===== config.mk =====
export PLATFORM = sky130hd
export DESIGN_NAME = tdm_codec_if
export DESIGN_NICKNAME = d
export VERILOG_FILES = /design/src/rtl/tdm_codec_if.sv
export SDC_FILE = /design/constraint.sdc
export NUM_CORES = 1
export LEC_CHECK = 0
export ABC_CLOCK_PERIOD_IN_PS = 2800
export BUFFER_PORTS_ARGS = -buffer_cell sky130_fd_sc_hd__buf_2
export CAP_MARGIN = 30
export CORE_MARGIN = 2
export CORE_UTILIZATION = 55
export CTS_CLUSTER_SIZE = 24
export DETAILED_ROUTE_END_ITERATION = 8
export GPL_TIMING_DRIVEN = 0
export PLACE_DENSITY = 0.85
export SYNTH_ARGS = -nofsm -noshare
export SYNTH_HDL_FRONTEND = slang
export SYNTH_SLANG_ARGS = --single-unit

===== constraint.sdc =====
create_clock -name clk_256fs -period 2.8 [get_ports clk_256fs]
set_input_delay 0.28 -clock clk_256fs [delete_from_list [all_inputs] [get_ports clk_256fs]]
set_output_delay 0.28 -clock clk_256fs [all_outputs]
set_load 0.05 [all_outputs]

===== src/rtl/tdm_codec_if.sv =====
// tdm_codec_if
// ------------
// TDM serial-audio master for AK4619-class codecs. A single counter running
// on the sample clock generates BICK/MCLK/LRCK, shifts DAC words out on sdin1
// and assembles ADC words from sdout1. The interface free-runs frame to
// frame. A strobe only forces an early frame boundary.
//
// Parameters
//   W           sample width in bits (1 .. SLOT_BITS-I2S_DELAY)
//   N_CHANNELS  TDM slots per frame (2, 4 or 8)
//   SLOT_BITS   BICK periods per slot (16 or 32)
//   I2S_DELAY   1: slot MSB one BICK after slot start, 0: MSB-justified
//   FSYNC_PULSE 0: 50% duty LRCK, 1: LRCK high for the first BICK period
//
// Ports
//   clk_256fs     sample clock, 2*N_CHANNELS*SLOT_BITS*Fs
//   rst_n         synchronous active-low reset
//   strobe        one-cycle frame resync / latch request
//   pdn           codec power-down, follows rst_n
//   mclk, bick    bit clock (clk_256fs / 2)
//   lrck          frame sync
//   sdin1         serial DAC data to the codec (registered)
//   sdout1        serial ADC data from the codec
//   sample_in     DAC words, channel k at [k*W +: W]
//   sample_out    ADC words, same packing (two's complement, bit-exact)
//   sample_valid  one-cycle pulse when sample_out updates
//   sync_err      sticky flag: a strobe arrived off the frame boundary

module tdm_codec_if #(
    parameter int W           = 16,
    parameter int N_CHANNELS  = 4,
    parameter int SLOT_BITS   = 32,
    parameter int I2S_DELAY   = 0,
    parameter int FSYNC_PULSE = 0
) (
    input  logic                    clk_256fs,
    input  logic                    rst_n,
    input  logic                    strobe,
    output logic                    pdn,
    output logic                    mclk,
    output logic                    bick,
    output logic                    lrck,
    output logic                    sdin1,
    input  logic                    sdout1,
    input  logic [W*N_CHANNELS-1:0] sample_in,
    output logic [W*N_CHANNELS-1:0] sample_out,
    output logic                    sample_valid,
    output logic                    sync_err
);

    localparam int FRAME_BITS = N_CHANNELS * SLOT_BITS;
    localparam int CNT_W      = $clog2(2 * FRAME_BITS);
    localparam int POS_W      = $clog2(SLOT_BITS);
    localparam int SLOT_W     = $clog2(N_CHANNELS);

    // Frame length is a power of two, so the last count is all ones.
    localparam logic [CNT_W-1:0] CNT_LAST = {CNT_W{1'b1}};

    // ------------------------------------------------------------------
    // Frame counter and serial-side registers
    // ------------------------------------------------------------------
    logic [CNT_W-1:0]  cnt_reg, cnt_next;
    logic              sdin1_reg, sdin1_next;
    logic              sample_valid_reg, sample_valid_next;
    logic              sync_err_reg, sync_err_next;

    // Counter field split: bit 0 is the BICK phase, then the bit position
    // inside the slot, then the slot number.
    logic [POS_W-1:0]  bit_pos;
    logic [SLOT_W-1:0] slot;
    logic              at_last;
    logic              latch_ev;

    // Data-bit decode for the current position
    int                data_idx;
    logic              is_data;
    logic [W-1:0]      bit_mask;
    logic              tx_bit;
    logic [W-1:0]      shadow_word;

    // Per-channel DAC shadow words gathered for the slot multiplexer
    logic [N_CHANNELS-1:0][W-1:0] shadow_bus;

    assign bit_pos  = cnt_reg[POS_W:1];
    assign slot     = cnt_reg[CNT_W-1:POS_W+1];
    assign at_last  = (cnt_reg == CNT_LAST);
    // A strobe and the natural frame end merge into one latch event.
    assign latch_ev = strobe || at_last;

    // Position decode: which sample bit (if any) lives at this BICK period.
    // bit_mask is one-hot on that bit and all-zero for padding positions,
    // so it doubles as the capture enable for the accumulators.
    always_comb begin
        data_idx    = int'(bit_pos) - I2S_DELAY;
        is_data     = (data_idx >= 0) && (data_idx < W);
        shadow_word = shadow_bus[slot];
        bit_mask    = '0;
        tx_bit      = 1'b0;
        for (int i = 0; i < W; i++) begin
            if (is_data && (i == W - 1 - data_idx)) begin
                bit_mask[i] = 1'b1;
                tx_bit      = shadow_word[i];
            end
        end
    end

    // Next-state logic for the counter and the serial output
    always_comb begin
        cnt_next          = cnt_reg + 1'b1;
        sdin1_next        = sdin1_reg;
        sample_valid_next = 1'b0;
        sync_err_next     = sync_err_reg;
        if (latch_ev) begin
            cnt_next          = '0;
            sample_valid_next = 1'b1;
            // Position 0 of the next frame belongs to channel 0 of the word
            // being latched right now, so take it straight from sample_in.
            sdin1_next        = (I2S_DELAY == 0) ? sample_in[W-1] : 1'b0;
            if (strobe && !at_last) begin
                sync_err_next = 1'b1;
            end
        end else if (!cnt_reg[0]) begin
            // BICK about to rise: present the bit for this position.
            sdin1_next = tx_bit;
        end
    end

    always_ff @(posedge clk_256fs) begin
        if (!rst_n) begin
            cnt_reg          <= '0;
            sdin1_reg        <= 1'b0;
            sample_valid_reg <= 1'b0;
            sync_err_reg     <= 1'b0;
        end else begin
            cnt_reg          <= cnt_next;
            sdin1_reg        <= sdin1_next;
            sample_valid_reg <= sample_valid_next;
            sync_err_reg     <= sync_err_next;
        end
    end

    // ------------------------------------------------------------------
    // Per-channel storage: DAC shadow, ADC accumulator, output word
    // ------------------------------------------------------------------
    generate
        for (genvar gi = 0; gi < N_CHANNELS; gi++) begin : g_chan
            logic [W-1:0] shadow_reg;
            logic [W-1:0] acc_reg;
            logic [W-1:0] acc_next;
            logic [W-1:0] out_reg;
            logic         capture;

            // Capture on BICK high->low inside this channel's slot; the
            // latch cycle is excluded because it starts a new frame.
            assign capture  = !latch_ev && cnt_reg[0] && (slot == SLOT_W'(gi));
            assign acc_next = (acc_reg & ~bit_mask) | (sdout1 ? bit_mask : '0);

            always_ff @(posedge clk_256fs) begin
                if (!rst_n) begin
                    shadow_reg <= '0;
                    acc_reg    <= '0;
                    out_reg    <= '0;
                end else if (latch_ev) begin
                    shadow_reg <= sample_in[gi*W +: W];
                    out_reg    <= acc_reg;
                end else if (capture) begin
                    acc_reg    <= acc_next;
                end
            end

            assign shadow_bus[gi]         = shadow_reg;
            assign sample_out[gi*W +: W]  = out_reg;
        end
    endgenerate

    // ------------------------------------------------------------------
    // Clock and frame-sync outputs
    // ------------------------------------------------------------------
    assign pdn          = rst_n;
    assign bick         = cnt_reg[0];
    assign mclk         = cnt_reg[0];
    assign sdin1        = sdin1_reg;
    assign sample_valid = sample_valid_reg;
    assign sync_err     = sync_err_reg;

    generate
        if (FSYNC_PULSE != 0) begin : g_lrck_pulse
            // High only for the first BICK period of the frame (cnt 0..1).
            assign lrck = (cnt_reg[CNT_W-1:1] == '0);
        end else begin : g_lrck_half
            assign lrck = cnt_reg[CNT_W-1];
        end
    endgenerate

endmodule


# Word level (Yosys, flattened, before mapping)
# Index checks and enable logic that the tools add are counted.
dict set report totals {
  regBits 203
}
dict set report op_classes {
  order_cmp 3
  bitwise_logic 11
  reduce_logical 34
  addsub 2
  mux 38
  eq_ne 20
}
# operator n
set ops {}
lappend ops {{$and A16 B16 Y16} 4}
lappend ops {{$or A16 B16 Y16} 4}
lappend ops {{$eq A5 B6 Y1 const A} 8}
lappend ops {{$mux W1} 35}
lappend ops {{$bmux W16 S2} 1}
lappend ops {{$logic_not A32 Y1} 1}
lappend ops {{$mux W16} 2}
lappend ops {{$eq A4 B6 Y1 const A} 4}
lappend ops {{$logic_and A1 B1 Y1} 23}
lappend ops {{$not A16 Y16} 1}
lappend ops {{$eq A3 B6 Y1 const A} 2}
lappend ops {{$reduce_and A2 Y1} 5}
lappend ops {{$add A8 B1 Y8 const B} 1}
lappend ops {{$eq A8 B8 Y1 const B} 1}
lappend ops {{$eq A2 B6 Y1 const A} 1}
lappend ops {{$sub A4 B5 Y6 const A} 1}
lappend ops {{$ge A5 B1 Y1 const B} 1}
lappend ops {{$lt A5 B5 Y1 const B} 1}
lappend ops {{$eq A2 B2 Y1 const B} 2}
lappend ops {{$lt A2 B3 Y1 const B} 1}
lappend ops {{$eq A2 B1 Y1 const B} 1}
lappend ops {{$logic_not A1 Y1} 2}
lappend ops {{$logic_not A2 Y1} 1}
lappend ops {{$ne A2 B1 Y1 const B} 1}
lappend ops {{3 further kinds} 4}

# Logic depth before layout (Yosys ltp)
# Gate-level depths: netlist of run 1.
dict set report logic_depth {
  word_depth 21
  mapped_depth 10
  mapped_depth_nobuf 7
}

# Least setup slack after synthesis of run 1
# OpenSTA, ideal clock, no wires.
dict set report synth_path {
  kind {reg-to-reg}
  from {register cnt_reg[0]}
  to {register with a tool-made name}
  period_less_slack_ns 2.338
  arrival_ns 2.268
  setup_time_ns 0.070
  slack_ns 0.462
  stages_incl_launch_ff 11
  path_cell_list {dfxtp_1 -> ha_1 -> and4_4 -> a41oi_4 -> and4_1 -> buf_6 -> buf_6 -> buf_6 -> nand2_1 -> nand2_1 -> a21boi_1}
}
# element line
set synth_lines {}
lappend synth_lines {{from (decl)} 62} ;# logic [CNT_W-1:0] cnt_reg, cnt_next;
lappend synth_lines {{from (signal assigned)} 135} ;# cnt_reg <= cnt_next;

# Worst setup path in the final report of run 1
dict set report layout_path {
  from {register cnt_reg[0]}
  to {register g_chan[2].out_reg[13]}
}
dict set report layout_via {
  elab_chain_cells 2
}
# element line
set layout_rtl {}
lappend layout_rtl {{$eq A8 B8 Y1} 86} ;# assign at_last = (cnt_reg == CNT_LAST);
lappend layout_rtl {{$logic_or A1 B1 Y1} 88} ;# assign latch_ev = strobe || at_last;
lappend layout_rtl {{to (signal assigned)} 165} ;# out_reg <= acc_reg;
lappend layout_rtl {{to (decl)} 150} ;# logic [W-1:0] out_reg;
# No other way between the ends.
# A chain may end at the register's enable or synchronous reset.

==> metrics.md, run 1 <==
| Metric | Value |
|---|---|
| Status | `complete, no violations` |
| Max-slew headroom | `about a quarter` |
| Avg Inst Size Synth | `roughly 8.4 um2` |
| P_leak | `around 0.004 uW` |
| Post-CTS Hold Fix Bufs | `0` |
| Worst-case reg-to-reg path depth | `7` |
| Die area | `0.01676 mm2` |
| Vias per cell | `5.580` |
| Register bit total from synthesis | `203` |
| Pint | `4919 uW` |
| ANT nets after route | `0` |
| Largest net degree at the start of global routing | `15` |
| Starting Density | `a little under three fifths` |
| Worst-Skew Late Latency | `490 ps` |
| Htree depth | `1` |
| EDFF count, synth | `0` |
| RePlAce Congestion | `~0.9` |
| Reg clk slew, reported paths | `~60 ps` |
| Number of fill cells | `roughly 1.3k` |
| Sequential fraction of the synthesis area | `~47%` |
| CP cell instances | `ha_1 -> and4_4 -> a41oi_4 -> buf_2 -> buf_1 -> nand2_1 -> a21boi_0` |
| R2r setup slk | `~250 ps` |
| CP max FO | `10` |
| Routed via count | `between 7k and 8k` |
| Startpoint types | `flop` |
| Synth area leaders | `dfxtp_1, nand2_1, a21boi_0` |
| Post-DR wirelength/cell | `~17 um` |
| Max clock buf depth | `3` |
| Hold Crit Class | `in -> reg` |
| Hold Startpoint | `sample_in[46]` |
| CP endpoint kind | `flop` |
| Net Sw Frac | `22.39%` |
| Vias in the first global route | `7438` |
| R2R Path End | `g_chan[2].out_reg[13]$_SDFFE_PN0N_` |
| Ports | `about 140` |
| Post-CTS Setup Inserts | `0` |
| WHS Path Cells | `3` |
| Commonest cells post-synth | `nand2_1, dfxtp_1, a21boi_0` |
| First-pass GRT wire length | `37.87 mm` |
| Fraction of layout cells with a size suffix above 1 | `roughly a fifth` |
| Distinct cells, synth | `43` |
| Crit path launch | `cnt_reg[0]$_SDFF_PP0_` |
| Maxcap violations | `0` |
| Hpwl dp | `approximately 17 mm` |
| Critical path type | `reg -> reg` |
| Syn nets | `between 1k and 1.5k` |
| Register area | `0.004064 mm2` |
| Most frequent cell after synthesis | `nand2_1` |
| Largest area contributor in the netlist | `dfxtp_1` |
| Cell Area, Synth | `around 0.0087 mm2` |
| Core Rows | `45` |
| CTS sink cnt | `just over 200` |
| CP max-delay cell | `buf_1` |
| Iter 0 DRT Violations | `between 900 and 1k` |
| Worst Tran Pin Value | `around 1100 ps` |
| Combinational share of power | `between 5 and 6%` |
| Antenna cells | `0` |
| P_sw | `1419 uW` |
| Clock Skew | `~13 ps` |
| Clk pwr share | `47.1%` |
| Worst R2R Start | `cnt_reg[0]$_SDFF_PP0_` |
| Residual DRC | `0` |
| Max-slew violation count | `0` |
| CTS resizes | `0` |
| PwrDens | `around 600 mW/mm2` |
| Sequential share of power | `between 40% and 50%` |
| Chip Width | `between 100 and 150 um` |
| Largest delay share family, worst path | `buffers and inverters` |
| Port bufs | `136` |
| YS warnings | `0` |
| Max Freq | `approximately 0.39 GHz` |
| CP required | `roughly 3200 ps` |
| Core Area | `0.01531 mm2` |
| Fin crit share | `91.22%` |
| Final worst path period need | `approximately 2600 ps` |
| Initial antenna violation count | `0` |
| Post-synth top flop | `dfxtp_1` |
| Layout net count | `between 1k and 1.5k` |
| Placed Area | `0.009600 mm2` |
| Total CTS buffers | `21` |
| Final setup fails | `0` |
| All-Layer GR Usage | `28.94%` |
| Setup repair after global routing missed its margin | `no` |
| Footprint of the multi-input gates | `about 0.0042 mm2` |
| Endpoint of the worst hold path | `g_chan[2].shadow_reg[14]$_SDFFE_PN0N_` |
| Fin. Hold Viols | `0` |
| Remaining Overflow, GRT | `0` |
| TritonCTS clock tree | `built` |
| First-pass iteration count of the detailed router | `5` |
| Final TNS setup | `0 ps` |
| Final instance area | `approximately 0.010 mm2` |
| Height of the die | `around 130 um` |
| Final Routed Wirelength | `between 20 and 25 mm` |
| Max stage delay on crit path | `around 550 ps` |
| Post-synth ARST share | `0%` |
| Synth top area share | `a little under half` |
| Cells after Synth | `1033` |
| Synth-to-Final Area Change | `19.54%` |
| WP buf/inv | `2` |
| Root Driver | `clkbuf_16` |
| Peak supply drop | `~0.42 mV` |
| Data arrival time of the worst path | `around 3000 ps` |
[per-stage QoR]
| stage | std cells | hold slack [ps] | worst slack [ps] | util (%) | power (uW) |
|---|---|---|---|---|---|
| floorplan | 1033 | 427.4 | 462.2 | - | 3258 |
| global placement | 1380 | 444.3 | 412.8 | 62.69 | 3398 |
| detailed placement | 1380 | 449.5 | 381.2 | 62.69 | 3406 |
| CTS | 1417 | 45.29 | 306.5 | 67.52 | 6319 |
| global route | 1418 | 54.83 | 138.8 | 67.57 | 6498 |
| finish | 1418 | 42.68 | 245.8 | 67.57 | 6338 |
[worst max-delay path by stage]
stage,endpoint,depth (start not counted)
after floorplan,flop,10
after global placement,g_chan[2].out_reg[12]$_SDFFE_PN0N_,7
after detailed placement,g_chan[2].shadow_reg[2]$_SDFFE_PN0N_,7
after CTS,g_chan[2].out_reg[13]$_SDFFE_PN0N_,7
after global routing,g_chan[2].out_reg[10]$_SDFFE_PN0N_,7
final,g_chan[2].out_reg[13]$_SDFFE_PN0N_,7
[layer usage]
metal  global-route usage (%)  wire [um]  vias to the layer above
met5                        0          0                        -
met4                    9.677        917                        0
met3                    5.904       2660                       82
met2                    47.06      10810                      428
met1                    38.78       9807                     3656
li1                         -          -                     3747
[tightest hold or removal path, stage by stage]
cell and delay (ps):
buf_2 100, nand2_1 40, a21boi_0 60
[power groups by stage]
| stage | registers, uW | clock network [uW] | logic, uW |
|---|---|---|---|
| floorplan | 3040 | 0 | 217 |
| global placement | 3040 | 0 | 357 |
| detailed placement | 3040 | 0 | 363 |
| CTS | 2980 | 2970 | 368 |
| global route | 2990 | 3110 | 406 |
| finish | 2980 | 2980 | 373 |
[placed cells by master, fill, tap and decap left out, types with 3 or more instances in the layout]
| cell type | Yosys | final |
|---|---|---|
| nor3_2 | 3 | 3 |
| nand2b_1 | 5 | 5 |
| nor2b_1 | 13 | 13 |
| buf_6 | 4 | 4 |
| bufinv_16 | 0 | 3 |
| nand3_1 | 62 | 62 |
| nor3b_1 | 4 | 4 |
| buf_1 | 5 | 5 |
| clkinv_2 | 0 | 4 |
| buf_4 | 4 | 5 |
| mux2i_1 | 16 | 16 |
| a22oi_1 | 3 | 3 |
| clkbuf_1 | 43 | 45 |
| nor3_1 | 7 | 7 |
| a21boi_1 | 8 | 8 |
| dfxtp_1 | 203 | 203 |
| xor2_1 | 4 | 4 |
| clkbuf_8 | 0 | 7 |
| a21boi_0 | 174 | 174 |
| buf_2 | 30 | 166 |
| clkbuf_16 | 0 | 21 |
| nor2_1 | 20 | 20 |
| a21oi_1 | 6 | 6 |
| mux4_2 | 14 | 14 |
| nand2_1 | 377 | 377 |
[area by class of cell]
class / count / area share, %
Timing Repair Buffer: 137 / 6.651
Clock buffer: 30 / 6.082
Tap cell: 211 / 2.551
Sequential cell: 203 / 39.27
Multi-Input combinational cell: 744 / 40.46
Clock inverter: 7 / 1.064
Buffer: 86 / 3.918
[logic make-up after synthesis]
| logic type | after synthesis | synth area share [%] |
|---|---|---|
| AOI/OAI and AO/OA | 199 | 17.35 |
| xor gates and xnor gates | 6 | 0.6071 |
| adders and majority gates | 1 | 0.1445 |
| buffers and inverters | 86 | 4.683 |
| DFF | 203 | 46.95 |
| muxes | 30 | 5.493 |
| and+or+nand+nor | 508 | 24.78 |
(Power assumes the default switching activity.)
==> run 2: changes to the inputs <==
--- a/config.mk
+++ b/config.mk
@@ -5,6 +5,7 @@
 export SDC_FILE = /design/constraint.sdc
 export NUM_CORES = 1
 export LEC_CHECK = 0
+export ABC_AREA = 1
 export ABC_CLOCK_PERIOD_IN_PS = 2800
 export BUFFER_PORTS_ARGS = -buffer_cell sky130_fd_sc_hd__buf_2
 export CAP_MARGIN = 30
@@ -13,7 +14,7 @@
 export CTS_CLUSTER_SIZE = 24
 export DETAILED_ROUTE_END_ITERATION = 8
 export GPL_TIMING_DRIVEN = 0
-export PLACE_DENSITY = 0.85
+export PLACE_DENSITY = 0.86
 export SYNTH_ARGS = -nofsm -noshare
 export SYNTH_HDL_FRONTEND = slang
 export SYNTH_SLANG_ARGS = --single-unit
==> run 2 against run 1 <==
Area after synthesis decreased by 8.0%. Critical endpoint is now g_chan[0].out_reg[14]$_SDFFE_PN0N_. Sequential cell count unchanged. Clock-buffer cell count increased by 2. Hold slack got worse by 42 ps. Sequential power about the same. Combinational power increased by 5.9%. Critical path type unchanged. Sequential share of layout area increased by 1.2 points. Via count increased by 4.0%. Total power decreased by 0.57%. Utilization increased by 4.2 points. Die area decreased by 7.8%.
==> metrics.md, run 2 <==
| Metric | Value |
|---|---|
| Initial antenna violation count | `0 (unchanged)` |
| Root Driver | `clkbuf_16 (unchanged)` |
| Peak supply drop | `0.4355 mV (was 0.4166 mV)` |
| Total CTS buffers | `21 (unchanged)` |
| Reg clk slew, reported paths | `60 ps (about the same)` |
| Cells after Synth | `1047 (was 1033)` |
| Core Rows | `43 (was 45)` |
| Worst-Skew Late Latency | `500 ps (was 490 ps)` |
| Final TNS setup | `0 ps (unchanged)` |
| Synth area leaders | `dfxtp_1, nand2_1, nand3_1 (was dfxtp_1, nand2_1, a21boi_0)` |
| EDFF count, synth | `0 (unchanged)` |
| Worst Tran Pin Value | `852.5 ps (was 1107 ps)` |
| P_leak | `0.004548 uW (was 0.003939 uW)` |
| Startpoint types | `flop (unchanged)` |
| First-pass GRT wire length | `39.29 mm (was 37.87 mm)` |
| Chip Width | `124.3 um (was 129.5 um)` |
| Synth top area share | `51.05% (was 46.95%)` |
| Hpwl dp | `16.76 mm (was 16.86 mm)` |
| Iter 0 DRT Violations | `1178 (was 956)` |
| Max stage delay on crit path | `650 ps (was 550 ps)` |
| WHS Path Cells | `3 (unchanged)` |
| CP max-delay cell | `clkbuf_1 (was buf_1)` |
| ANT nets after route | `0 (unchanged)` |
| Post-synth ARST share | `0% (unchanged)` |
| Fraction of layout cells with a size suffix above 1 | `17.87% (was 19.47%)` |
| Number of fill cells | `1080 (was 1265)` |
| Remaining Overflow, GRT | `0 (unchanged)` |
| Final worst path period need | `2618 ps (was 2554 ps)` |
| Max Freq | `0.3820 GHz (was 0.3915 GHz)` |
| Max clock buf depth | `3 (unchanged)` |
| Height of the die | `124.3 um (was 129.5 um)` |
| Largest area contributor in the netlist | `dfxtp_1 (unchanged)` |
| Residual DRC | `0 (unchanged)` |
| TritonCTS clock tree | `built (unchanged)` |
| Post-synth top flop | `dfxtp_1 (unchanged)` |
| Worst-case reg-to-reg path depth | `10 (was 7)` |
| Cell Area, Synth | `0.007960 mm2 (was 0.008656 mm2)` |
| Register bit total from synthesis | `203 (unchanged)` |
| Crit path depth | `10 (was 7)` |
| All-Layer GR Usage | `30.91% (was 28.94%)` |
| Port bufs | `136 (unchanged)` |
| Ports | `139 (unchanged)` |
| Htree depth | `1 (unchanged)` |
| Syn nets | `1116 (was 1102)` |
| Most frequent CP cell | `nand2_1` |
| Distinct cells, synth | `31 (was 43)` |
| Vias per cell | `5.697 (was 5.580)` |
| YS warnings | `0 (unchanged)` |
| PwrDens | `628.0 mW/mm2 (was 612.5 mW/mm2)` |
| Antenna cells | `0 (unchanged)` |
| Data arrival time of the worst path | `3050 ps (was 2960 ps)` |
| Max-slew violation count | `0 (unchanged)` |
| CP max FO | `10 (unchanged)` |
| Status | `complete, no violations (unchanged)` |
| Commonest cells after routing, fill and taps aside | `nand2_1, dfxtp_1, nand3_1, buf_2, a21oi_1 (was nand2_1, dfxtp_1, a21boi_0, buf_2, nand3_1)` |
| Hold Crit Class | `in -> reg (unchanged)` |
| Maxcap violations | `0 (unchanged)` |
| Post-DR wirelength/cell | `17.40 um (was 17.06 um)` |
| Sequential fraction of the synthesis area | `51.05% (was 46.95%)` |
| Synth-to-Final Area Change | `26.05% (was 19.54%)` |
| Commonest cells post-synth | `nand2_1, dfxtp_1, nand3_1 (was nand2_1, dfxtp_1, a21boi_0)` |
| Avg Inst Size Synth | `7.603 um2 (was 8.379 um2)` |
| Most common cell after layout, fill and taps aside | `nand2_1 (unchanged)` |
| Vias in the first global route | `7813 (was 7438)` |
| WP buf/inv | `3 (was 2)` |
| Routed via count | `8232 (was 7913)` |
| Starting Density | `56.91% (was 56.52%)` |
| Critical path type | `reg -> reg (unchanged)` |
| Fin. Hold Viols | `0 (unchanged)` |
| Post-CTS Setup Inserts | `0 (unchanged)` |
| Setup repair after global routing missed its margin | `no (unchanged)` |
| Fin crit share | `93.50% (was 91.22%)` |
| Max-slew headroom | `43.17% (was 25.90%)` |
| Final Routed Wirelength | `25.14 mm (was 24.20 mm)` |
| Finished Core Util | `71.73% (was 67.57%)` |
| Final setup fails | `0 (unchanged)` |
| Core Area | `0.01399 mm2 (was 0.01531 mm2)` |
| Most frequent cell after synthesis | `nand2_1 (unchanged)` |
| CP cell instances | `ha_1 -> nand2_1 -> nor2_2 -> inv_2 -> nor3_4 -> a21oi_4 -> clkbuf_1 -> buf_2 -> nand3_1 -> nand2_1 (was ha_1 -> and4_4 -> a41oi_4 -> buf_2 -> buf_1 -> nand2_1 -> a21boi_0)` |
| Layout net count | `1319 (was 1262)` |
| Largest net degree at the start of global routing | `15 (unchanged)` |
| First-pass iteration count of the detailed router | `6 (was 5)` |
| CTS sink cnt | `203 (unchanged)` |
| CP endpoint kind | `flop (unchanged)` |
| Largest delay share family, worst path | `buffers and inverters (unchanged)` |
| Clock Skew | `13.46 ps (was 12.99 ps)` |
| CP required | `3240 ps (was 3210 ps)` |
| RePlAce Congestion | `0.9807 (was 0.9220)` |
| Die area | `0.01545 mm2 (was 0.01676 mm2)` |
-- run 2: cell types whose count changed after synthesis, sizes merged, moves of 14 or more --
cell	delta
nand2	-69
o21ai	+88
mux2i	-16
nor2	+16
nand3	+111
a21boi	-182
clkbuf	-14
mux4	-14
a21oi	+66
inv	+64
-- run 2: final timing paths --
check                              from                                     to  slack (ps)
setup / recovery  cnt_reg[0]$_SDFF_PP0_     g_chan[0].out_reg[14]$_SDFFE_PN0N_         180
hold / removal            sample_in[44]  g_chan[2].shadow_reg[12]$_SDFFE_PN0N_         0.7
setup reg to reg  cnt_reg[0]$_SDFF_PP0_     g_chan[0].out_reg[14]$_SDFFE_PN0N_         180
hold reg to reg                    flop      g_chan[1].out_reg[6]$_SDFFE_PN0N_         450
-- run 2: per-layer routing --
metal	vias to the layer above	share of wire, %	GRT usage (%)
met2	539	45	49.66
met3	107	11	6.100
met5	-	0	0
li1	3855	-	-
met4	0	4.6	13.48
met1	3731	39	40.58
-- run 2: cell families (layout without fill, tap and decap cells) --
logic type / Yosys count / count (layout) / share of synthesized area (%)
buf+inv: 131 / 349 / 7.529
simple gates: 529 / 529 / 28.92
compound gates: 180 / 180 / 12.01
flops: 203 / 203 / 51.05
xor+xnor: 3 / 3 / 0.3301
fa+ha+maj: 1 / 1 / 0.1572
-- run 2: metrics by stage --
stage / hold slack (ps) / total power (uW) / instance area, um2 / cells / setup slack [ps]
5_1_grt: 15.91 / 6444 / 10030 / 1445 / 67.47
4_1_cts: 0.5526 / 6282 / 10020 / 1444 / 280.9
2_1_floorplan: 383.1 / 3238 / 7960 / 1047 / 525.3
3_5_place_dp: 437.0 / 3375 / 8866 / 1363 / 315.8
6_report: 0.6967 / 6301 / 10030 / 1445 / 182.1
3_3_place_gp: 427.8 / 3368 / 8866 / 1363 / 328.0
-- run 2: final cells by class --
cell class	instances	area [um2]	area share [%]
Timing Repair Buffer	180	1121	11.17
Sequential cell	203	4064	40.50
Multi-Input combinational cell	713	3297	32.86
Clock inverter	6	90.09	0.8979
Tap cell	180	225.2	2.245
Buffer	67	351.6	3.504
Clock buffer	32	636.9	6.347
Inverter	64	247.7	2.469
-- run 2: tightest hold or removal path, cell delays in order --
cell and delay (ps):
buf_2 70, nand2_1 40, o21ai_0 60
-- run 2: repair_timing --
item / in CTS / in global routing
hold endpoints to repair: 43 / 1
hold buffers: 43 / 1
resized for setup: 0 / 0
-- run 2: report_power, final --
group	switching, uW	internal [uW]
Sequential	35.7	2950
Combinational	249	146
Clock	1160	1760
Total	1450	4850
==> run 3: changes to the inputs <==
--- a/config.mk
+++ b/config.mk
@@ -10,11 +10,12 @@
 export BUFFER_PORTS_ARGS = -buffer_cell sky130_fd_sc_hd__buf_2
 export CAP_MARGIN = 30
 export CORE_MARGIN = 2
-export CORE_UTILIZATION = 55
+export CORE_UTILIZATION = 40
+export CTS_BUF_LIST = sky130_fd_sc_hd__clkbuf_2 sky130_fd_sc_hd__clkbuf_4 sky130_fd_sc_hd__clkbuf_8
 export CTS_CLUSTER_SIZE = 24
 export DETAILED_ROUTE_END_ITERATION = 8
 export GPL_TIMING_DRIVEN = 0
-export PLACE_DENSITY = 0.86
+export PLACE_DENSITY = 0.67
 export SYNTH_ARGS = -nofsm -noshare
 export SYNTH_HDL_FRONTEND = slang
 export SYNTH_SLANG_ARGS = --single-unit
==> run 3 against run 2 <==
Clock-buffer cell count increased by 27. Utilization decreased by 19 points. Clock power decreased by 2%. Via count shrank 1.8%. Critical path depth is the same. Sequential share of layout area down 1.2 points. Sequential cell count stayed put. First-iteration DRC count shrank 39%. Worst setup slack better by 13 ps. Routed wire length is 4.2% higher. Critical endpoint is now g_chan[3].shadow_reg[6]$_SDFFE_PN0N_.
==> metrics.md, run 3 (same netlist as run 2, synthesis figures left out) <==
| Metric | Value |
|---|---|
| Worst R2R Start | `cnt_reg[0]$_SDFF_PP0_ (unchanged)` |
| Endpoint of the worst hold path | `g_chan[3].shadow_reg[12]$_SDFFE_PN0N_ (was g_chan[2].shadow_reg[12]$_SDFFE_PN0N_)` |
| Residual DRC | `0 (unchanged)` |
| Synth-to-Final Area Change | `29.77% (was 26.05%)` |
| R2R Path End | `g_chan[3].shadow_reg[6]$_SDFFE_PN0N_ (was g_chan[0].out_reg[14]$_SDFFE_PN0N_)` |
| CP endpoint kind | `flop (unchanged)` |
| First-pass GRT wire length | `40.54 mm (was 39.29 mm)` |
| Htree depth | `2 (was 1)` |
| Largest net degree at the start of global routing | `11 (was 15)` |
| Core Area | `0.01953 mm2 (was 0.01399 mm2)` |
| Clock Skew | `20.19 ps (was 13.46 ps)` |
| Root Driver | `clkbuf_8 (was clkbuf_16)` |
| Most frequent CP cell | `nand2_1 (unchanged)` |
| Hpwl dp | `17.89 mm (was 16.76 mm)` |
| Max clock buf depth | `3 (unchanged)` |
| R2r setup slk | `200 ps (was 180 ps)` |
| Setup repair after global routing missed its margin | `no (unchanged)` |
| First-pass iteration count of the detailed router | `5 (was 6)` |
| Die area | `0.02105 mm2 (was 0.01545 mm2)` |
| RePlAce Congestion | `0.9067 (was 0.9807)` |
| Port bufs | `136 (unchanged)` |
| Reg clk slew, reported paths | `60 ps (about the same)` |
| CP cell instances | `ha_1 -> nand2_1 -> nor2_2 -> inv_2 -> nor3_4 -> a21oi_4 -> clkbuf_1 -> buf_2 -> nand3_1 -> nand2_1 (unchanged)` |
| All-Layer GR Usage | `24.25% (was 30.91%)` |
| Iter 0 DRT Violations | `719 (was 1178)` |
| Maxcap violations | `0 (unchanged)` |
| Chip Width | `145.1 um (was 124.3 um)` |
| Fin crit share | `93.02% (was 93.50%)` |
| Routed via count | `8082 (was 8232)` |
| CP required | `3250 ps (was 3240 ps)` |
| Remaining Overflow, GRT | `0 (unchanged)` |
| Placed Cells | `1448 (was 1363)` |
| Post-Place Setup Slack | `243.0 ps (was 315.8 ps)` |
| Height of the die | `145.1 um (was 124.3 um)` |
| Max Freq | `0.3839 GHz (was 0.3820 GHz)` |
| Initial antenna violation count | `0 (unchanged)` |
| WHS Path Cells | `3 (unchanged)` |
| PnR worst setup slack | `195.3 ps (was 182.1 ps)` |
| Fraction of layout cells with a size suffix above 1 | `19.39% (was 17.87%)` |
| Finished Core Util | `52.90% (was 71.73%)` |
| Final TNS setup | `0 ps (unchanged)` |
| Critical path type | `reg -> reg (unchanged)` |
| Core Rows | `51 (was 43)` |
| Worst Tran Pin Value | `847.8 ps (was 852.5 ps)` |
| Max-slew headroom | `43.48% (was 43.17%)` |
| Layout Cells excl Fill | `1570 (was 1445)` |
| TritonCTS clock tree | `built (unchanged)` |
| Most common cell after layout, fill and taps aside | `nand2_1 (unchanged)` |
| Final setup fails | `0 (unchanged)` |
| Commonest cells after routing, fill and taps aside | `nand2_1, dfxtp_1, nand3_1, buf_2, a21oi_1 (unchanged)` |
| Vias per cell | `5.148 (was 5.697)` |
| Antenna cells | `0 (unchanged)` |
| Ports | `139 (unchanged)` |
| PwrDens | `604.7 mW/mm2 (was 628.0 mW/mm2)` |
| Peak supply drop | `0.3034 mV (was 0.4355 mV)` |
| Hold Crit Class | `in -> reg (unchanged)` |
| Hold Startpoint | `sample_in[60] (was sample_in[44])` |
| Starting Density | `40.77% (was 56.91%)` |
| CP max FO | `10 (unchanged)` |
| Post-DR wirelength/cell | `16.69 um (was 17.40 um)` |
| CP max-delay cell | `clkbuf_1 (unchanged)` |
| Layout net count | `1351 (was 1319)` |
| Worst-case reg-to-reg path depth | `10 (unchanged)` |
| Final worst path period need | `2605 ps (was 2618 ps)` |
| CTS sink cnt | `203 (unchanged)` |
| Fin. Hold Viols | `0 (unchanged)` |
| Total CTS buffers | `36 (was 21)` |
| ANT nets after route | `0 (unchanged)` |
| Data arrival time of the worst path | `3060 ps (was 3050 ps)` |
| Max stage delay on crit path | `640 ps (was 650 ps)` |
| P_leak | `0.004660 uW (was 0.004548 uW)` |
| Startpoint types | `flop (unchanged)` |
| Vias in the first global route | `7590 (was 7813)` |
| Final Routed Wirelength | `26.21 mm (was 25.14 mm)` |
| Worst-Skew Late Latency | `520 ps (was 500 ps)` |
| Status | `complete, no violations (unchanged)` |
| Max-slew violation count | `0 (unchanged)` |
run 3: changes by cell type in the layout (fill, tap and decap cells not counted), sizes merged:
cell / before / now
bufinv: 2 / 0
dlygate4sd3: 44 / 61
inv: 66 / 64
clkbuf: 61 / 88
run 3: area by class of cell:
cell class                      count  area [um2]
Inverter                           64       247.7
Tap cell                          265       331.6
Multi-Input combinational cell    713        3297
Clock inverter                      2       10.01
Fill cell                        1845        9196
Buffer                             67       351.6
Clock buffer                       59       737.0
Sequential cell                   203        4064
Timing Repair Buffer              197        1291
run 3: worst max path at each step:
stage	endpoint	start	cells past startpoint
2_1_floorplan	flop	cnt_reg[0]$_SDFF_PP0_	13
3_3_place_gp	g_chan[3].shadow_reg[4]$_SDFFE_PN0N_	cnt_reg[0]$_SDFF_PP0_	10
3_5_place_dp	g_chan[3].shadow_reg[6]$_SDFFE_PN0N_	cnt_reg[0]$_SDFF_PP0_	10
4_1_cts	g_chan[3].shadow_reg[6]$_SDFFE_PN0N_	cnt_reg[0]$_SDFF_PP0_	10
5_1_grt	g_chan[0].out_reg[10]$_SDFFE_PN0N_	cnt_reg[0]$_SDFF_PP0_	10
6_report	g_chan[3].shadow_reg[6]$_SDFFE_PN0N_	cnt_reg[0]$_SDFF_PP0_	10
run 3: stage by stage:
step	power, uW	area (um2)	hold WS, ps
3_3_place_gp	3380	8972	427.2
2_1_floorplan	3238	7960	383.1
3_5_place_dp	3384	8972	432.2
5_1_grt	6440	10330	23.42
4_1_cts	6262	10330	2.557
6_report	6247	10330	27.47
run 3: repair_timing:
| item | CTS | global route |
|---|---|---|
| resized for setup | 0 | 0 |
| hold endpoints to repair | 61 | 0 |
| hold buffers | 61 | 0 |
| setup buffers | 0 | 0 |
run 3: per-layer routing:
metal  GRT usage, %  share of wire, %  up-vias
li1               -                 -     3926
met1          31.98                44     3714
met2          38.69                44      363
met3          5.157               7.9       79
met4          10.10               3.8        0
met5              0                 0        -
run 3: report_power, final:
part / internal (uW) / switching [uW]
Clock: 1650 / 1200
Combinational: 162 / 255
Sequential: 2950 / 34.2
Total: 4760 / 1490
run 3: critical path, delay by kind of cell, from the launching register on:
kind	cells	cell delay, ps
AOI/OAI and AO/OA	1	360
and+or+nand+nor	5	390
buffers and inverters	3	1070
DFF	1	440
adders and majority gates	1	270
